[src/rtl/raw_depacker.sv]
`default_nettype none
// ============================================================================
// Module      : raw_depacker
// Description : Unpacks MIPI CSI-2 RAW10 packed payload (8 bytes/cycle) into
//               eight left-justified PIXEL_WIDTH-bit pixels per output word.
//               Optional macro RAW12_SUPPORT_EN adds a raw_mode_i port that
//               selects RAW12 unpacking per line.
// Revision    : 1.0 - initial release
// ============================================================================
module raw_depacker #(
    parameter int PIXEL_WIDTH   = 14,
    parameter int PIXEL_PER_CLK = 8
) (
    input  logic                                 clk_i,
    input  logic                                 reset_i,
    input  logic [63:0]                          data_i,
    input  logic                                 data_valid_i,
    input  logic                                 line_valid_i,
`ifdef RAW12_SUPPORT_EN
    input  logic                                 raw_mode_i,
`endif
    output logic [PIXEL_PER_CLK*PIXEL_WIDTH-1:0] output_o,
    output logic                                 output_valid_o,
    output logic                                 line_valid_o
);

    localparam int C_WORD_W = PIXEL_PER_CLK * PIXEL_WIDTH;

    // Residual bytes of an incomplete group live in the low bytes of r_buf;
    // bytes at or above r_fill are always zero so new data can be OR-ed in.
    logic [127:0]        r_buf;
    logic [4:0]          r_fill;
    // Set once line_valid_i has been seen low; gates acceptance so a line
    // interrupted by reset is not resumed mid-group.
    logic                r_armed;

    logic                w_accept;
    logic                w_emit;
    logic [4:0]          w_group;
    logic [4:0]          w_total;
    logic [127:0]        w_comb;
    logic [127:0]        w_rest;
    logic [C_WORD_W-1:0] w_word;

`ifdef RAW12_SUPPORT_EN
    logic r_raw_mode;

    // Packing mode is latched between lines and held for the whole line.
    always_ff @(posedge clk_i) begin
        if (reset_i) begin
            r_raw_mode <= 1'b0;
        end else if (!line_valid_i) begin
            r_raw_mode <= raw_mode_i;
        end
    end

    assign w_group = r_raw_mode ? 5'd12 : 5'd10;
`else
    assign w_group = 5'd10;
`endif

    assign w_accept = data_valid_i & line_valid_i & r_armed;
    assign w_total  = r_fill + 5'd8;
    assign w_emit   = w_accept && (w_total >= w_group);
    // Residual never exceeds 8 bytes, so residual + 8 new bytes fits in 16.
    assign w_comb   = r_buf | ({64'd0, data_i} << {r_fill, 3'b000});
    assign w_rest   = w_comb >> {w_group, 3'b000};

    // Per-lane unpacking from the lowest group bytes of the combined buffer.
    generate
        for (genvar k = 0; k < PIXEL_PER_CLK; k++) begin : g_lane
            localparam int C_M10 = (5 * (k / 4) + (k % 4)) * 8;
            localparam int C_L10 = (5 * (k / 4) + 4) * 8 + 2 * (k % 4);
            logic [PIXEL_WIDTH-1:0] w_pix10;
            assign w_pix10 = {w_comb[C_M10 +: 8], w_comb[C_L10 +: 2],
                              {(PIXEL_WIDTH-10){1'b0}}};
`ifdef RAW12_SUPPORT_EN
            localparam int C_M12 = (3 * (k / 2) + (k % 2)) * 8;
            localparam int C_L12 = (3 * (k / 2) + 2) * 8 + 4 * (k % 2);
            logic [PIXEL_WIDTH-1:0] w_pix12;
            assign w_pix12 = {w_comb[C_M12 +: 8], w_comb[C_L12 +: 4],
                              {(PIXEL_WIDTH-12){1'b0}}};
            assign w_word[k*PIXEL_WIDTH +: PIXEL_WIDTH] = r_raw_mode ? w_pix12 : w_pix10;
`else
            assign w_word[k*PIXEL_WIDTH +: PIXEL_WIDTH] = w_pix10;
`endif
        end
    endgenerate

    // Byte buffer, fill count and line arming.
    always_ff @(posedge clk_i) begin
        if (reset_i) begin
            r_buf   <= '0;
            r_fill  <= '0;
            r_armed <= 1'b0;
        end else if (!line_valid_i) begin
            r_buf   <= '0;
            r_fill  <= '0;
            r_armed <= 1'b1;
        end else if (w_accept) begin
            if (w_emit) begin
                r_buf  <= w_rest;
                r_fill <= w_total - w_group;
            end else begin
                r_buf  <= w_comb;
                r_fill <= w_total;
            end
        end
    end

    // Registered output word, valid pulse and delayed line valid.
    always_ff @(posedge clk_i) begin
        if (reset_i) begin
            output_o       <= '0;
            output_valid_o <= 1'b0;
            line_valid_o   <= 1'b0;
        end else begin
            output_valid_o <= w_emit;
            line_valid_o   <= line_valid_i;
            if (w_emit) begin
                output_o <= w_word;
            end
        end
    end

endmodule
`default_nettype wire

[config.mk]
export PLATFORM = sky130hd
export DESIGN_NAME = raw_depacker
export DESIGN_NICKNAME = d
export VERILOG_FILES = /design/src/rtl/raw_depacker.sv
export SDC_FILE = /design/constraint.sdc
export NUM_CORES = 1
export LEC_CHECK = 0
export BUFFER_PORTS_ARGS = -buffer_cell sky130_fd_sc_hd__buf_2
export CAP_MARGIN = 20
export CORE_ASPECT_RATIO = 0.9
export CORE_UTILIZATION = 43
export DETAILED_ROUTE_END_ITERATION = 6
export GPL_TIMING_DRIVEN = 1
export MAX_ROUTING_LAYER = met4
export PLACE_DENSITY = 0.69
export SLEW_MARGIN = 20
export SYNTH_ARGS = -nofsm -noshare
export SYNTH_HDL_FRONTEND = slang
export SYNTH_SLANG_ARGS = --single-unit
[constraint.sdc]
create_clock -name clk_i -period 6.25 [get_ports clk_i]
set_clock_uncertainty 0.2 [all_clocks]
set_input_delay 0.625 -clock clk_i [delete_from_list [all_inputs] [get_ports clk_i]]
set_output_delay 0.625 -clock clk_i [all_outputs]
set_load 0.05 [all_outputs]
==> reports/metrics.cfg <==
[outcome]
status=complete, no violations

[worst_setup_path]
cp_max_fo=73
cp_data_arrival_time_ns=4.18
crit_start=r_fill[2]
crit_required_ns=6.47
ff2ff_setup_slack_ns=2.29
critPathCaptureType=flop
rr_worst_depth=8
start_kind=flop
r2r_end=r_buf[47]
path_class=reg -> reg
r2r-start=r_fill[2]

[worst_hold_path]
hp-start=line_valid_i
hold_depth=2
hp-class=in -> reg
min_to=r_armed

[floorplan]
start_util_pct=44.0
die-area_um2=24600
core-area_um2=23400
die_y_um=149
io_pins=182
rows=53
die_w_um=165

[finish]
drive_gt1_share_pct=18.5
fill_cells=2260
n_antenna_cell=0
layout.cells.non_filler=1589
nNetsFinal=1342
syn_to_final_growth_pct=13.4

[global_routing]
gr-usage-met2_pct=37.9
grt_overflow_total=0
grt_max_degree=85
antenna_found_initial=0
grt_use_met1_pct=41.5
grtUsageTotal_pct=28.2
grt_pass1_wl_um=52200
grt_busiest_layer=met1
grtUsageMet3_pct=5.89
grt_pass1_vias=8826

[power_and_ir_drop]
combPwrFrac_pct=10.3
ir_worst_vdd_v=0.000173
p_int_mw=2.29
p_switching_mw=0.842
power.leakage_nw=4.08
total_power_mw=3.13
sw_frac_of_total_pct=26.9
p_per_area_nw_per_um2=268
seq_power_share_pct=44.4
pwr-share-clk_pct=45.3

[synth]
synth_ff_type=dfxtp_1
synth-seq-cells=215
synth.top_cells.by_count=dfxtp_1 (215), a21oi_1 (182), nor2_1 (126)
synth_top_area_share_pct=41.8
synth_area_leaders=dfxtp_1 (42%), a21oi_1 (8.8%), a211oi_1 (6.6%)
yosysTopAreaCell=dfxtp_1
syn_inst=1203
yosys.cell_types.count=56
synth_most_common_cell=dfxtp_1
synth-edff-count=0
avgSynthCellArea_um2=8.56
synth_area_um2=10300
synthArstFlopShare_pct=0
ys_seq_area_share_pct=41.8
ys_warn_count=0

[sta]
drv_slew=0
setup_viol=0
slew-limit-headroom_pct=27.0
hold_slack_ns=0.196
period_share_pct=63.3
rsz0062_at_grt=false
tightest_slew_ns=1.09
setup_tns_ns=0
min_period_ns=3.96
max_freq_mhz=253
hold_viol=0
layout_setup_ws_ns=2.29

[cts]
cts_setup_buffers=0
clock-sinks=215
tritoncts=done
root_buffer=clkbuf_16
clk_transition_reported_paths_ns=0.06
numCtsBuffers=23
cts-htree-levels=1
clock_latency_ns=0.51
cts_resized=0
clockBufferDepth=3
ctsHoldBuffers=0

[run]
max_cap_viol_count=0

[place]
dp_hpwl_um=22800
dp.cells=1547
gp_congestion=0.949
place_worst_setup_slack_ns=2.37
io_buffers=149

[detailed_routing]
drc=0
drt_pre_antenna_iters=7
vias=10031
ant_nets=0
wl_um=34300
viasPerCell=6.31
routedWlPerCell_um=21.6
drtIter0Drc=1408

==> logic make-up after synthesis <==
kind of cell | synth area share [%]
other | 0.0364
muxes | 4.88
DFF | 41.8
and+or+nand+nor | 14.7
adders and majority gates | 0.364
AOI/OAI and AO/OA | 29.4
xor gates and xnor gates | 0.0850
buffers and inverters | 8.73
==> layout make-up <==
cell class	instances	area, um2	share of cell area (%)
clock inverter	14	160	1.37
tap	302	378	3.23
inverter	19	71.3	0.610
clock buffer	27	621	5.31
timing repair buffer	165	878	7.52
sequential	215	4310	36.9
multi-input combinational	847	5270	45.1
==> power groups by stage <==
stage          clock network (mW)  logic [mW]  registers, mW
2_1_floorplan                   0       0.212           1.44
3_3_place_gp                    0       0.314           1.42
3_5_place_dp                    0       0.314           1.42
4_1_cts                      1.43       0.315           1.39
5_1_grt                      1.49       0.342           1.39
6_report                     1.42       0.324           1.39
==> worst max-delay path by stage <==
stage,endpoint,slack (ns),cells past startpoint
floorplan,r_buf[14],3.65,11
CTS,r_buf[47],2.38,8
global route,r_buf[47],2.09,8
finish,r_buf[47],2.29,8
global placement,r_buf[47],2.48,8
detailed placement,r_buf[47],2.37,8
==> cell usage in the layout, fill, tap and decap left out, types with 24 or more instances in the layout <==
| cell | count |
|---|---|
| nor4_1 | 47 |
| a21oi_1 | 181 |
| o21ai_0 | 24 |
| nor2_1 | 125 |
| nor3_1 | 63 |
| dfxtp_1 | 214 |
| buf_2 | 149 |
| mux2i_1 | 48 |
| o22ai_1 | 45 |
| a211oi_1 | 91 |
| conb_1 | 32 |
==> per-layer routing <==
| metal | share of wire, % | up-vias |
|---|---|---|
| met5 | 0 | - |
| met4 | 3.2 | 0 |
| met3 | 10 | 78 |
| met2 | 41 | 589 |
| met1 | 46 | 4755 |
| li1 | - | 4609 |
==> state kept, by name (all words and copies together) (netlist names) <==
| register | cells |
|---|---|
| r_fill | 4 |
| r_armed | 1 |
| output_o | 80 |
| r_buf | 128 |
| output_valid_o | 1 |
| line_valid_o | 1 |
==> worst max-delay path, cell delays in order, from the launching register on <==
cell and delay [ns]:
dfxtp_1 0.97, inv_2 0.28, ha_1 0.27, nand2b_1 0.23, a21oi_4 0.23, buf_4 0.70
nor2_4 0.21, buf_4 0.41, a221oi_1 0.32
==> per-stage QoR <==
stage	utilization, %	area (um2)
floorplan	-	10400
global placement	46.5	10900
detailed placement	46.5	10900
CTS	49.8	11700
global route	49.9	11700
finish	49.9	11700
(Power assumes the default switching activity.)
